$ cat src/rtl/counter_timestamp_capture.sv
// Purpose : timestamps each rising edge of an async event as {epoch, count_in} into a show-ahead FIFO.
// Latency : push SYNC_STAGES edges after event_in is first sampled high; ts_valid follows the push edge.
// Backpr. : ts_valid/ts_ready handshake; when the FIFO is full and not popping, new events are dropped and counted.
//
// Ports:
//   clk, rst       - single clock; synchronous active-high reset
//   count_in       - free-running counter value, sampled every clock
//   overflow_in    - counter overflow flag; each 0->1 transition advances the epoch
//   event_in       - asynchronous event; each rising edge requests a capture
//   clear          - synchronous flush of FIFO, epoch and drop counter
//   ts_data/ts_valid/ts_ready - head-of-FIFO timestamp and handshake
//   fifo_level, full, empty   - FIFO occupancy
//   dropped_cnt    - saturating count of events lost to a full FIFO
module counter_timestamp_capture #(
  parameter int WIDTH       = 32,
  parameter int EPOCH_WIDTH = 16,
  parameter int DEPTH       = 8,   // power of 2, >= 2
  parameter int SYNC_STAGES = 2    // >= 2
) (
  input  logic                         clk,
  input  logic                         rst,
  input  logic [WIDTH-1:0]             count_in,
  input  logic                         overflow_in,
  input  logic                         event_in,
  input  logic                         clear,
  output logic [EPOCH_WIDTH+WIDTH-1:0] ts_data,
  output logic                         ts_valid,
  input  logic                         ts_ready,
  output logic [$clog2(DEPTH):0]       fifo_level,
  output logic                         full,
  output logic                         empty,
  output logic [15:0]                  dropped_cnt
);

  localparam int PTR_W = $clog2(DEPTH);
  localparam int LVL_W = PTR_W + 1;
  localparam int TS_W  = EPOCH_WIDTH + WIDTH;
  localparam logic [LVL_W-1:0] DEPTH_L = LVL_W'(DEPTH);

  // ---------------------------------------------------------------
  // State
  // ---------------------------------------------------------------
  logic [SYNC_STAGES-1:0]  sync_q;
  logic                    evt_dly_q;
  logic                    ovf_dly_q;
  logic [EPOCH_WIDTH-1:0]  epoch_q,   epoch_d;
  logic [PTR_W-1:0]        wr_ptr_q,  wr_ptr_d;
  logic [PTR_W-1:0]        rd_ptr_q,  rd_ptr_d;
  logic [LVL_W-1:0]        level_q,   level_d;
  logic [15:0]             dropped_q, dropped_d;
  logic [TS_W-1:0]         mem_q [DEPTH];

  // ---------------------------------------------------------------
  // Combinational decode
  // ---------------------------------------------------------------
  logic                   evt_rise;
  logic                   ovf_rise;
  logic [EPOCH_WIDTH-1:0] epoch_cap;
  logic [TS_W-1:0]        cap_word;
  logic                   pop;
  logic                   push_ok;
  logic                   drop;
  logic                   mem_we;

  always_comb begin
    evt_rise = sync_q[SYNC_STAGES-1] & ~evt_dly_q;
    ovf_rise = overflow_in & ~ovf_dly_q;
    // A capture coinciding with an overflow belongs to the new epoch.
    epoch_cap = epoch_q + EPOCH_WIDTH'(ovf_rise);
    cap_word  = {epoch_cap, count_in};

    full  = (level_q == DEPTH_L);
    empty = (level_q == '0);

    pop = ~empty & ts_ready;
    // At full a concurrent pop frees the slot being written this cycle.
    push_ok = evt_rise & (~full | pop);
    drop    = evt_rise & full & ~pop;
    mem_we  = push_ok & ~clear & ~rst;
  end

  // ---------------------------------------------------------------
  // Next-state logic (clear beats push/pop)
  // ---------------------------------------------------------------
  always_comb begin
    epoch_d   = epoch_q;
    wr_ptr_d  = wr_ptr_q;
    rd_ptr_d  = rd_ptr_q;
    level_d   = level_q;
    dropped_d = dropped_q;

    if (clear) begin
      epoch_d   = '0;
      wr_ptr_d  = '0;
      rd_ptr_d  = '0;
      level_d   = '0;
      dropped_d = '0;
    end else begin
      if (ovf_rise) begin
        epoch_d = epoch_q + 1'b1;
      end
      if (push_ok) begin
        wr_ptr_d = wr_ptr_q + 1'b1;   // DEPTH is a power of 2, so pointers wrap naturally
      end
      if (pop) begin
        rd_ptr_d = rd_ptr_q + 1'b1;
      end
      case ({push_ok, pop})
        2'b10:   level_d = level_q + 1'b1;
        2'b01:   level_d = level_q - 1'b1;
        default: level_d = level_q;
      endcase
      if (drop && (dropped_q != 16'hFFFF)) begin
        dropped_d = dropped_q + 16'd1;
      end
    end
  end

  // ---------------------------------------------------------------
  // Registers
  // ---------------------------------------------------------------
  // Synchronizer, event delay and overflow delay are untouched by clear so an
  // event already in flight still lands after a flush.
  always_ff @(posedge clk) begin
    if (rst) begin
      sync_q    <= '0;
      evt_dly_q <= 1'b0;
      ovf_dly_q <= 1'b0;
    end else begin
      sync_q    <= {sync_q[SYNC_STAGES-2:0], event_in};
      evt_dly_q <= sync_q[SYNC_STAGES-1];
      ovf_dly_q <= overflow_in;
    end
  end

  always_ff @(posedge clk) begin
    if (rst) begin
      epoch_q   <= '0;
      wr_ptr_q  <= '0;
      rd_ptr_q  <= '0;
      level_q   <= '0;
      dropped_q <= '0;
    end else begin
      epoch_q   <= epoch_d;
      wr_ptr_q  <= wr_ptr_d;
      rd_ptr_q  <= rd_ptr_d;
      level_q   <= level_d;
      dropped_q <= dropped_d;
    end
  end

  // Storage needs no reset: entries are only visible while the level says so.
  always_ff @(posedge clk) begin
    if (mem_we) begin
      mem_q[wr_ptr_q] <= cap_word;
    end
  end

  // ---------------------------------------------------------------
  // Outputs
  // ---------------------------------------------------------------
  always_comb begin
    ts_valid    = ~empty;
    ts_data     = empty ? '0 : mem_q[rd_ptr_q];
    fifo_level  = level_q;
    dropped_cnt = dropped_q;
  end

`ifndef SYNTHESIS
  a_level_bound: assert property (@(posedge clk) disable iff (rst)
    level_q <= DEPTH_L);

  a_data_hold: assert property (@(posedge clk) disable iff (rst || clear)
    (ts_valid && !ts_ready) |=> (ts_valid && ts_data == $past(ts_data)));
`endif

endmodule

$ cat config.mk
export PLATFORM = sky130hd
export DESIGN_NAME = counter_timestamp_capture
export DESIGN_NICKNAME = d
export VERILOG_FILES = /design/src/rtl/counter_timestamp_capture.sv
export SDC_FILE = /design/constraint.sdc
export NUM_CORES = 1
export LEC_CHECK = 0
export CORE_UTILIZATION = 35
export CTS_BUF_LIST = sky130_fd_sc_hd__clkbuf_4
export CTS_CLUSTER_DIAMETER = 100
export DETAILED_ROUTE_END_ITERATION = 7
export PLACE_DENSITY = 0.63
export RECOVER_POWER = 100
export SYNTH_ARGS = -nofsm -noshare
export SYNTH_HDL_FRONTEND = slang
export SYNTH_SLANG_ARGS = --single-unit
export TNS_END_PERCENT = 5
$ cat constraint.sdc
create_clock -name clk -period 7.1 [get_ports clk]
set_input_delay 1.42 -clock clk [delete_from_list [all_inputs] [get_ports clk]]
set_output_delay 1.42 -clock clk [all_outputs]
set_load 0.01 [all_outputs]
Word level (Yosys, flattened, before mapping)
Memories as Yosys holds them, arrays and structs flattened. A register that Yosys moved wholly into a read port is not among the register bits.
Cells that the tools add are included.
{"block": "totals", "regBits": 46, "mem_bits_rw": 384, "input_bits": 38, "wordCells": 46, "n_memories": 1}
{"block": "classes", "add_sub_neg": 7, "eq_ne": 4, "muxes": 6, "bitwise_logic": 16, "n_reduce_logical": 4}
{"name": "mem_q", "words": 8, "word_bits": 48, "read_ports": 1, "rd_ports_with_merged_regs": 1, "wr": 1, "line_no": "51", "rtl": "logic [TS_W-1:0] mem_q [DEPTH];"}
{"cell": "$mux W48", "n": 1}
{"cell": "$add A16 B1 Y16 const B", "n": 2}
{"cell": "$add A16 B1 Y16", "n": 1}
{"cell": "$ne A16 B16 Y1 const B", "n": 1}
{"cell": "$and A1 B1 Y1", "n": 8}
{"cell": "$pmux W4 S2", "n": 1}
{"cell": "$not A1 Y1", "n": 7}
{"cell": "$add A3 B1 Y3 const B", "n": 2}
{"cell": "$mux W3", "n": 2}
{"cell": "$add A4 B1 Y4 const B", "n": 1}
{"cell": "$eq A4 B4 Y1 const B", "n": 1}
{"cell": "$logic_not A4 Y1", "n": 1}
{"cell": "$sub A4 B1 Y4 const B", "n": 1}
{"cell": "$eq A2 B1 Y1 const B", "n": 1}
{"cell": "$eq A2 B2 Y1 const B", "n": 1}
{"cell": "$mux W1", "n": 2}
{"cell": "$reduce_bool A2 Y1", "n": 1}
{"cell": "$reduce_or A2 Y1", "n": 1}
{"cell": "$logic_and A1 B1 Y1", "n": 1}
{"cell": "$or A1 B1 Y1", "n": 1}

Longest topological paths before layout
Gate-level depths: netlist of run 1.
{"block": "depth", "word_depth": 9, "mapped_depth": 9, "mapped_depth_nobuf": 8}

Least setup slack after synthesis of run 1
Ideal clock, no wire load.
{"block": "synth_path", "path_type": "input to register", "startpoint": "input ts_ready", "endpoint": "memory mem_q[4][0] in the netlist's numbering, enable pin", "arrival_time_ns": 5.461, "setup_slack_ns": 1.126, "stages": 5, "n_path_buf": 1, "cell_sequence": "clkbuf_1 nand2b_1 o21a_1 nand3_1 nor3_1"}
{"block": "synth_via", "elab_chain_len": 7}
{"item": "from (decl)", "line_no": "28", "rtl": "input logic ts_ready,"}
{"item": "$and A1 B1 Y1", "line_no": "75", "rtl": "pop = ~empty & ts_ready;"}
{"item": "$or A1 B1 Y1", "line_no": "77", "rtl": "push_ok = evt_rise & (~full | pop);"}
{"item": "$and A1 B1 Y1", "line_no": "77"}
{"item": "$and A1 B1 Y1 (2 in a row)", "line_no": "79", "rtl": "mem_we = push_ok & ~clear & ~rst;"}
{"item": "$mux W1", "line_no": "154", "rtl": "if (mem_we) begin"}
{"item": "$mux W1 (implied by the code)", "line_no": "155", "rtl": "mem_q[wr_ptr_q] <= cap_word;"}
{"item": "to (decl)", "line_no": "51"}
No other way between the ends.

==> flow_metrics.py, run 1 <==
metrics = {
    "grt": {
        "grt_pass1_vias": 9666,
        "grt_max_degree": 68,
        "grt_overflow": 0,
        "grt_pass1_wl_mm": 55.3,
        "antenna_found_initial": 3,
        "grt.total_usage": 0.147,
    },
    "finish": {
        "layout_commonest_cell": "edfxtp_1",
        "drive_gt1_frac": 0.241,
        "multi_input_area_um2": 4420,
        "design_area_um2": 20300,
        "layout_common_cells": "edfxtp_1 (384), clkbuf_4 (163), dlygate4sd3_1 (102)",
        "area_growth_syn_to_layout_pct": 18.5,
        "final_nets": 1148,
        "seq_area_um2": 12500,
        "fill_cells": 4322,
        "instances_no_fill": 1812,
    },
    "synthesis": {
        "synth.yosys.seq_area_share": 0.729,
        "syn-num-nets": 966,
        "synth_area_leader_cell": "edfxtp_1",
        "postSynth.asyncResetShare": 0,
        "syn_area_um2": 17200,
        "synth_top_area_frac": 0.672,
        "synth.distinct_cells": 50,
        "ys_ff_latch": 433,
        "synth-edff-count": 384,
        "syn_area_per_cell_um2": 18.6,
        "ys.warnings.count": 0,
        "synth_top_flop_cell": "edfxtp_1",
        "synth.area.top_cells": "edfxtp_1 (67%), mux4_2 (13%), dfxtp_1 (5.7%)",
        "syn_inst": 921,
    },
    "routing": {
        "avgRoutedWirePerCell_um": 19.7,
        "drt_pass1_iterations": 4,
        "vias": 9116,
        "wl_mm": 35.7,
        "ant_nets": 0,
        "vias_per_cell": 5.03,
        "drc": 0,
        "drt-initial-drc-count": 601,
    },
    "floorplanning": {
        "die_w_um": 223,
        "dieArea_um2": 49900,
        "core_um2": 48000,
        "rows": 80,
        "die_y_um": 223,
        "start_util": 0.357,
        "io_pins": 109,
    },
    "placed_design": {
        "dp_hpwl_mm": 20.0,
        "place.gp.congestion": 0.734,
        "placedCellCount": 1607,
        "port_buffers": 108,
        "dpl_cell_area_um2": 19000,
    },
    "sta": {
        "clock.fmax_ghz": 0.172,
        "fin_crit_ps": 5800,
        "holdWs_ps": 456,
        "setup_tns_ps": 0,
        "slew_viol_final": 503,
        "final.period_utilization": 0.817,
        "setup_violations": 0,
        "skew_ps": 48.8,
        "worst_slew_margin_rel": -1.41,
        "tightestPinTransition_ps": 3610,
        "rsz0062_at_grt": "no",
        "hold_viol": 0,
    },
    "clock_tree": {
        "clk_pin_slew_worst_paths_ps": 60,
        "cts_max_level": 3,
        "ctsLongestPathBuffers": 3,
        "cts_tree": "done",
        "hold_buffers": 0,
        "cts.repair.resized": 0,
        "worst_skew_pair.late_latency_ps": 810,
        "cts-root-buf": "clkbuf_4",
        "post_cts_buffers": 0,
        "clock_sinks": 433,
        "cts_buffers": 109,
    },
    "job": {
        "cap_violations": 14,
    },
    "worst_setup_path": {
        "endpoint_kind": "primary output",
        "cp_max_fo": 67,
        "cp_data_required_time_ps": 5680,
        "start_kind": "register",
        "arrival_ps": 4380,
        "criticalPathCategory": "register to primary output",
    },
    "power": {
        "power_leakage_nw": 6.50,
        "ir_worst_vdd_uv": 126,
        "p_per_area_nw_per_um2": 245,
    },
    "outcome": {
        "failed_checks": "max-capacitance violations, max-slew violations",
        "status": "complete, but fails checks",
    },
    "min_path": {
        "min_path_type": "register to register",
    },
}
final cells by class:
cell class | count | area share
Clock buffer | 163 | 0.0602
Tap cell | 615 | 0.0378
Clock inverter | 38 | 0.0107
Antenna cell | 4 | 0.000492
Sequential cell | 433 | 0.616
Multi-Input combinational cell | 432 | 0.217
Timing Repair Buffer | 123 | 0.0572
Inverter | 4 | 0.000738
worst paths after layout:
check,start,to,slack (ps),cells after the start
worst max register to register,fifo_level[1],mem_q[7][43],2050,5
worst min-delay path,sync_q[0],sync_q[1],460,1
worst min register to register,sync_q[0],sync_q[1],460,1
worst max-delay path,register,ts_data[37],1300,5
metal layers:
layer | vias to the layer above | track usage | share of wire
met3 | 51 | 0.0408 | 0.052
met2 | 225 | 0.240 | 0.49
met4 | 0 | 0.0486 | 0.016
met5 | - | 0 | 0
li1 | 4161 | - | -
met1 | 4679 | 0.188 | 0.44
cells in the mapped netlist, types with 2 or more instances:
cell type,instances
nand4_1,16
edfxtp_1,384
nand2_1,24
or3_1,10
nand3_1,20
nor3_1,5
nor2b_1,6
mux2i_1,56
nand2b_1,5
o31ai_1,7
and2_1,4
and4_1,4
clkbuf_1,28
inv_1,3
xnor2_1,12
dfxtp_1,49
mux4_2,96
nor4_1,6
o21ai_0,6
or2_2,2
a211o_1,2
nor2_1,72
xor2_1,15
ha_1,7
o21a_1,6
a21oi_1,17
buf_4,3
nand3b_1,2
and4b_1,2
o41ai_1,2
or4_1,8
buf_2,20
and3_1,5
power by group:
| part | switching, mW | leakage (nW) | internal (mW) |
|---|---|---|---|
| Clock | 0.988 | 0.851 | 1.13 |
| Combinational | 0.0610 | 1.77 | 0.0439 |
| Sequential | 0.00396 | 3.88 | 2.76 |
| Total | 1.05 | 6.50 | 3.93 |
flip-flops by register name (all words and copies together) (netlist names), named ones only:
register and count:
evt_dly_q 1, ovf_dly_q 1, fifo_level 4, sync_q 2, wr_ptr_q 3, dropped_cnt 16, rd_ptr_q 3, mem_q 384
epoch_q 16
critical path, stage by stage (launching register included):
cell	delay [ps]
dfxtp_2	1560
buf_4	620
mux4_2	390
mux2i_1	250
nor2_1	80
dlygate4sd3_1	670
metrics by stage:
step	worst slack [ps]	utilization	power, mW
6_report	1300	0.423	4.99
5_1_grt	924	0.423	5.19
4_1_cts	1760	0.425	5.07
3_5_place_dp	2580	0.395	2.94
3_3_place_gp	2620	0.395	2.93
2_1_floorplan	1130	-	2.86
cell families (layout without fill, tap and decap cells):
kind of cell / Yosys count / after routing / share of synthesized area
buffers and inverters: 56 / 328 / 0.0144
multiplexers: 152 / 152 / 0.159
XOR/XNOR: 27 / 27 / 0.0138
AO/OA/AOI/OAI: 49 / 49 / 0.0190
flip-flops: 433 / 433 / 0.729
adder cells (fa/ha/maj): 7 / 7 / 0.00510
AND/OR/NAND/NOR: 197 / 197 / 0.0599
other: 0 / 4 / 0
Power figures use the tool's default switching activity.
==> run 2: changes to the inputs <==
--- a/config.mk
+++ b/config.mk
@@ -9,7 +9,7 @@
 export CTS_BUF_LIST = sky130_fd_sc_hd__clkbuf_4
 export CTS_CLUSTER_DIAMETER = 100
 export DETAILED_ROUTE_END_ITERATION = 7
-export PLACE_DENSITY = 0.63
+export PLACE_DENSITY = 0.65
 export RECOVER_POWER = 100
 export SYNTH_ARGS = -nofsm -noshare
 export SYNTH_HDL_FRONTEND = slang
==> constraint.sdc (replaced) <==
create_clock -name clk -period 5.3 [get_ports clk]
set_input_delay 1.06 -clock clk [delete_from_list [all_inputs] [get_ports clk]]
set_output_delay 1.06 -clock clk [all_outputs]
set_load 0.01 [all_outputs]
==> flow_metrics.py, run 2 (synthesis gave the netlist of run 1 again) <==
metrics = {
    "sta": {
        "slew_viol_final": 401,
        "setup_violations": 0,
        "skew_ps": 83.7,
        "clock.fmax_ghz": 0.216,
        "tightestPinTransition_ps": 2280,
        "hold_viol": 0,
        "final.period_utilization": 0.873,
        "fin_crit_ps": 4630,
        "worst_slew_margin_rel": -0.519,
        "rsz0062_at_grt": "no",
    },
    "routing": {
        "drt-initial-drc-count": 560,
        "drt_pass1_iterations": 4,
        "wl_mm": 34.7,
        "vias_per_cell": 5.00,
        "ant_nets": 0,
        "vias": 9029,
        "drc": 0,
        "avgRoutedWirePerCell_um": 19.3,
    },
    "clock_tree": {
        "cts.repair.resized": 0,
        "cts_buffers": 104,
        "clk_pin_slew_worst_paths_ps": 60,
        "cts_max_level": 3,
        "cts-root-buf": "clkbuf_4",
        "cts_tree": "done",
        "post_cts_buffers": 0,
        "worst_skew_pair.late_latency_ps": 810,
        "ctsLongestPathBuffers": 3,
        "clock_sinks": 433,
        "hold_buffers": 0,
    },
    "outcome": {
        "failed_checks": "max-capacitance violations, max-slew violations",
        "status": "complete, but fails checks",
    },
    "worst_setup_path": {
        "r2r_slack_ps": 1030,
        "endpoint_kind": "primary output",
        "r2r-start": "fifo_level[1]",
        "start_kind": "register",
        "timing.rr.end": "mem_q[7][42]",
        "reg2regPathDepth": 5,
        "cp_max_fo": 49,
        "criticalPathCategory": "register to primary output",
        "arrival_ps": 3570,
        "cp_data_required_time_ps": 4240,
    },
    "floorplanning": {
        "start_util": 0.357,
        "dieArea_um2": 49900,
        "rows": 80,
        "core_um2": 48000,
        "die_y_um": 223,
        "io_pins": 109,
        "die_w_um": 223,
    },
    "grt": {
        "antenna_found_initial": 2,
        "grt_pass1_vias": 9499,
        "grt_overflow": 0,
        "grt_pass1_wl_mm": 53.9,
        "grt_max_degree": 50,
        "grt.total_usage": 0.142,
    },
    "min_path": {
        "hold_end": "sync_q[1]",
        "hold_depth": 1,
        "holdCritStartpoint": "sync_q[0]",
        "min_path_type": "register to register",
    },
    "power": {
        "swShare": 0.210,
        "power_leakage_nw": 6.53,
        "p_sw_mw": 1.38,
        "intPower_mw": 5.20,
        "p_seq_frac": 0.563,
        "finalPower_mw": 6.59,
        "power.share.clock": 0.417,
        "combPwrFrac": 0.021,
        "p_per_area_nw_per_um2": 324,
        "ir_worst_vdd_uv": 142,
    },
    "finish": {
        "utilization": 0.424,
        "final_nets": 1145,
        "area_growth_syn_to_layout_pct": 18.6,
        "largest_register_ffs": 384,
        "top_register": "mem_q",
        "drive_gt1_frac": 0.253,
        "layout_common_cells": "edfxtp_1 (384), clkbuf_4 (161), dlygate4sd3_1 (106)",
        "layout_commonest_cell": "edfxtp_1",
    },
    "job": {
        "cap_violations": 9,
    },
    "placed_design": {
        "dp_hpwl_mm": 19.2,
        "port_buffers": 108,
        "place.gp.congestion": 0.734,
    },
}
==> run 2: cell types whose count changed in the layout (fill, tap and decap cells not counted), sizes merged, moves of 2 or more <==
| cell | delta |
|---|---|
| diode | -2 |
| clkdlybuf4s50 | -4 |
| clkinv | -5 |
| dlygate4sd3 | +4 |
| inv | +2 |
==> run 2: power groups by stage <==
stage,clock network (mW),registers (mW),logic (mW)
final,2.74,3.70,0.137
after global placement,0,3.78,0.147
after detailed placement,0,3.78,0.151
after CTS,2.84,3.70,0.151
after global routing,2.99,3.70,0.151
after floorplan,0,3.78,0.0582
==> run 2: worst max-delay path, stage by stage, from the launching register on <==
cell and delay, ps:
dfxtp_1 420, or4_1 650, inv_2 760, nor2_1 270, dlygate4sd3_1 690
==> run 2: worst max path at each step <==
| stage | startpoint | end | slack, ps | depth (start not counted) |
|---|---|---|---|---|
| final | fifo_level[1] | ts_data[40] | 670 | 4 |
| after global routing | fifo_level[1] | ts_data[41] | 300 | 4 |
| after global placement | ts_ready | mem_q[7][13] | 1310 | 6 |
| after CTS | fifo_level[1] | ts_data[41] | 550 | 4 |
| after floorplan | ts_ready | mem_q[0][0] | -310 | 5 |
| after detailed placement | ts_ready | mem_q[7][42] | 1230 | 6 |
==> run 2: per-stage QoR <==
stage               cell area, um2  hold WS, ps  cells  TNS (ps)  worst slack, ps
detailed placement           19000          423   1609         0             1230
CTS                          20400          443   1803         0              553
floorplan                    17200          414    921    -15030             -313
finish                       20400          437   1805         0              672
global route                 20400          466   1805         0              303
global placement             19000          435   1609         0             1310
==> run 2: metal layers <==
metal	global-route usage	share of wire	up-vias
li1	-	-	4155
met1	0.186	0.45	4630
met2	0.233	0.49	197
met3	0.0336	0.042	47
met4	0.0457	0.013	0
met5	0	0	-
==> run 2: cell type report <==
type / instances / area, um2
clock inverters: 33 / 179
flip-flops and latches: 433 / 12500
fillers: 4362 / 27700
well taps: 615 / 769
inverters: 4 / 15.0
repair buffers: 125 / 1210
diodes: 2 / 5.00
multi-input cells: 432 / 4440
clock buffers: 161 / 1210
==> variant 1: new RTL, config.mk and constraints of run 1 <==
Change the parameter `WIDTH` from 32 to 28.
--- a/src/rtl/counter_timestamp_capture.sv
+++ b/src/rtl/counter_timestamp_capture.sv
@@ -14,3 +14,3 @@
 module counter_timestamp_capture #(
-  parameter int WIDTH       = 32,
+  parameter int WIDTH       = 28,
   parameter int EPOCH_WIDTH = 16,
Interface: changed (resized count_in and ts_data); port bits go from 109 to 101. The function was not compared with the original's and may differ.
==> variant 1 against run 1 <==
The flow still finishes with violations (max-capacitance violations, max-slew violations). Maximum frequency decreased by 0.64%. Final area decreased by 7.9%. Total power decreased by 9.4%. Hold slack got worse by 0.87 ps. Synthesized area decreased by 7.4%. Combinational power decreased by 15%. Critical path depth unchanged. Clock power decreased by 12%. Final cell count decreased by 6.7%. Sequential cell count decreased by 32. Worst setup slack got worse by 38 ps. Wire length decreased by 13%. Critical endpoint is now mem_q[6][11]. Largest cell class unchanged. Largest power group unchanged.
==> variant 1: results (changes against run 1) <==
metric;value;unit;change
pre_cts_slack;2200;ps;-382 ps
syn_nets;899;;-6.9%
reg2reg_slack;2000;ps;-50 ps
crit_end;mem_q[6][11];;
drive_gt1_share;23.6;%;-0.45 points
port_buffers;100;;-7.4%
fmax;171;MHz;-0.64%
grt_pass1_vias;8726;;-9.7%
track_usage;13.9;%;-0.80 points
status;complete, but fails checks;;
violations;max-capacitance violations, max-slew violations;;
slew-limit-headroom;-114;%;+27 points
yosys-top-cells-count;edfxtp_1 (352), nor2_1 (92), mux4_2 (88);;
crit_slowest_cell;nor2_1;;
wirelength;31200;um;-13%
synth_seq_area_share;72.7;%;-0.25 points
gp_congestion;0.756;;+3.0%
hpwl;18100;um;-9.2%
leakagePower;6.12;nW;-5.9%
fillCellCount;4029;;-6.8%
synth.area.top_cells;edfxtp_1 (66%), mux4_2 (12%), dfxtp_1 (6.2%);;
crit_path_max_fanout;30;;-55%
peakVddDrop;0.122;mV;-3.5%
largest_register_ffs;352;;-8.3%
vias;8188;;-10%
drtIter0Drc;409;;-32%
finalMaxSlewViolations;383;;-24%
skew;50.9;ps;+2.12 ps
max_stage_delay;2340;ps;+780 ps
max-cap-violations;12;;-2
grt_max_degree;53;;-22%
antenna_found_initial;2;;-1
synth_edf_count;352;;-8.3%
cts_buffers;98;;-10%
grt_first_pass_wirelength;49100;um;-11%
## variant 1: cell families (layout without fill, tap and decap cells)
kind of cell,after synthesis,after routing,share of synthesized area (%)
DFF,401,401,72.7
buffers and inverters,48,283,1.53
muxes,137,137,15.6
other,0,6,0
xor gates and xnor gates,40,40,2.20
adders and majority gates,7,7,0.551
and+or+nand+nor,195,195,6.04
AOI/OAI and AO/OA,30,30,1.46
## variant 1: metrics by stage
| stage | total power (W) | utilization [%] | cell area [um^2] | instances |
|---|---|---|---|---|
| floorplan | 0.00265 | - | 15900 | 858 |
| global placement | 0.00270 | 39.5 | 17600 | 1518 |
| detailed placement | 0.00271 | 39.5 | 17600 | 1518 |
| CTS | 0.00459 | 42.3 | 18800 | 1685 |
| global route | 0.00472 | 42.1 | 18700 | 1690 |
| finish | 0.00452 | 42.1 | 18700 | 1691 |
## variant 1: where the power goes
part	total [W]	switching, W	internal, W
combinational	0.0000890	0.0000520	0.0000370
clock	0.00187	0.000880	0.000992
sequential	0.00256	0.00000405	0.00255
## variant 1: metal layers
layer	up-vias	share of wire, %	track usage [%]
li1	3798	-	-
met3	45	4.6	4.08
met4	0	1.7	4.56
met5	-	0	0
met2	184	49	22.3
met1	4161	45	18.0
## variant 1: worst min-delay path by stage
stage                           end  slack [ps]
after floorplan           sync_q[1]         410
after global placement    sync_q[1]         420
after detailed placement  sync_q[1]         440
after CTS                 sync_q[1]         460
after global routing      sync_q[1]         470
final                     sync_q[1]         450
## variant 1: area by class of cell
type / instances / area share (%)
Sequential cell: 401 / 61.7
Tap cell: 592 / 3.96
Multi-Input combinational cell: 409 / 21.8
Clock inverter: 25 / 0.949
Inverter: 5 / 0.100
Timing Repair Buffer: 111 / 5.71
Clock buffer: 142 / 5.69
Antenna cell: 6 / 0.0802
==> variant 2: new RTL, flow settings as in run 1 <==
Without the edit above. Put a register stage on the output `dropped_cnt`. The value now appears one clock later. The other outputs are not delayed to match.
--- a/src/rtl/counter_timestamp_capture.sv
+++ b/src/rtl/counter_timestamp_capture.sv
@@ -38,2 +38,4 @@
   localparam logic [LVL_W-1:0] DEPTH_L = LVL_W'(DEPTH);
+
+  logic [15:0] dropped_cnt_d;
 
@@ -165,3 +167,3 @@
     fifo_level  = level_q;
-    dropped_cnt = dropped_q;
+    dropped_cnt_d = dropped_q;
   end
@@ -176,2 +178,6 @@
 
+  always_ff @(posedge clk) begin
+    dropped_cnt <= dropped_cnt_d;
+  end
+
 endmodule
Function: same outputs for any inputs over 4 cycles, from zero or initial values and one cycle with rst high; that may be too few to reach the edited logic, so the function may still have changed.
==> variant 2 against run 1 <==
The flow still finishes with violations (max-capacitance violations, max-slew violations). Total power increased by 1.3%. First-iteration DRC count increased by 4.2%. Largest power group unchanged. Sequential cell count increased by 16. Worst setup slack got worse by 70 ps. Wire length decreased by 0.64%. Synthesized area increased by 1.8%. Final area increased by 1.6%.
==> variant 2: results (changes against run 1) <==
metric;value;unit;change
wirelength;35500;um;-0.64%
gp_congestion;0.792;;+7.8%
synth.area.top_cells;edfxtp_1 (66%), mux4_2 (12%), dfxtp_1 (7.4%);;
placedCellCount;1680;;+4.5%
largest_register_ffs;384;;unchanged
grt_first_pass_wirelength;54700;um;-1.1%
finalHoldViolCount;0;;unchanged
syn_inst;942;;+2.3%
crit_slowest_cell;dfxtp_2;;
crit_path_max_fanout;50;;-25%
clk_latency;850;ps;+40 ps
slew-limit-headroom;-149;%;-7.9 points
cts.path.max_buffers;3;;unchanged
r2r-start;fifo_level[1];;
max_stage_delay;1560;ps;about the same
max-cap-violations;10;;-4
grt_max_degree;60;;-12%
synth_edf_count;384;;unchanged
synth_seq_area_share;73.5;%;+0.54 points
track_usage;14.3;%;-0.38 points
fillCellCount;4443;;+2.8%
synth_cell_types;46;;-8.0%
post_cts_buffers;0;;unchanged
syn_nets;987;;+2.2%
antenna_found_initial;2;;-1
cts_buffers;109;;unchanged
path_clk_slew;60;ps;about the same
leakagePower;6.57;nW;+1.1%
finalMaxSlewViolations;411;;-18%
path_class;reg2out;;
drive_gt1_share;24.0;%;-0.070 points
top_register;mem_q;;
synthArstFlopShare;0;%;unchanged
yosysMostFrequentCell;edfxtp_1;;
clock_tree.root_cell;clkbuf_4;;
yosys-top-cells-count;edfxtp_1 (384), mux4_2 (96), nor2_1 (78);;
vias_per_cell;4.91;;-2.4%
place_area;19300;um^2;+2.0%
holdCritStartpoint;dropped_cnt_d[5];;
violations;max-capacitance violations, max-slew violations;;
finalNetCount;1172;;+2.1%
port_buffers;108;;unchanged
drtIter0Drc;626;;+4.2%
grt_pass1_vias;9683;;+0.18%
stdcell_count;1875;;+3.5%
status;complete, but fails checks;;
skew;49.7;ps;+0.895 ps
cp_top_family;flip-flops;;
peakVddDrop;0.0974;mV;-23%
hold_class;reg2reg;;
cts_resized;0;;unchanged
hpwl;19100;um;-4.2%
yosys_warnings;0;;unchanged
worstPathArrival;4450;ps;+70 ps
pre_cts_slack;2310;ps;-278 ps
cts.htree.levels;3;;unchanged
drt-pass1-iter-count;5;;+1
variant 2: cell types whose count changed after synthesis, moves of 3 or more:
cell	run 1	this run
dfxtp_1	49	65
nor2_1	72	78
and2_1	4	1
nand4_1	16	13
a21oi_1	17	21
o31ai_1	7	10
clkbuf_1	28	16
inv_1	3	8
o21a_1	6	1
buf_1	0	7
or4_1	8	12
variant 2: metal layers:
metal  share of wire, %  global-route usage [%]  routed length, um
met5                  0                       0                  0
met4                1.7                    5.62                588
met3                5.2                    3.61               1830
met2                 48                    23.1              17200
met1                 45                    18.4              15900
variant 2: final timing paths:
kind,endpoint,slack (ps),cells after the start
setup / recovery,ts_data[33],1230,5
hold reg to reg,dropped_cnt[5],410,0
setup reg to reg,mem_q[6][33],2260,5
hold / removal,dropped_cnt[5],410,0
variant 2: logic make-up (layout without fill, tap and decap cells):
kind of cell / count (synthesis) / in the layout / synth area share (%)
flops: 449 / 449 / 73.5
xor+xnor: 27 / 27 / 1.35
fa+ha+maj: 7 / 7 / 0.501
other cells: 0 / 2 / 0
mux: 152 / 152 / 15.6
compound gates: 49 / 49 / 1.72
simple gates: 200 / 200 / 5.84
buf+inv: 58 / 325 / 1.54
variant 2: report_power, final:
group	leakage [nW]	internal, W	switching, W	total (W)
logic	1.71	0.0000442	0.0000579	0.000102
registers	4.03	0.00285	0.00000489	0.00286
clock network	0.830	0.00109	0.000997	0.00209
total	6.57	0.00399	0.00106	0.00505
variant 2: cell type report:
class | instances | area, um^2 | share of cell area [%]
antenna | 2 | 5.00 | 0.0242
multi-input combinational | 435 | 4390 | 21.3
sequential | 449 | 12800 | 62.1
clock buffer | 164 | 1230 | 5.96
clock inverter | 29 | 166 | 0.805
tap | 664 | 831 | 4.02
inverter | 9 | 33.8 | 0.163
timing repair buffer | 123 | 1170 | 5.65
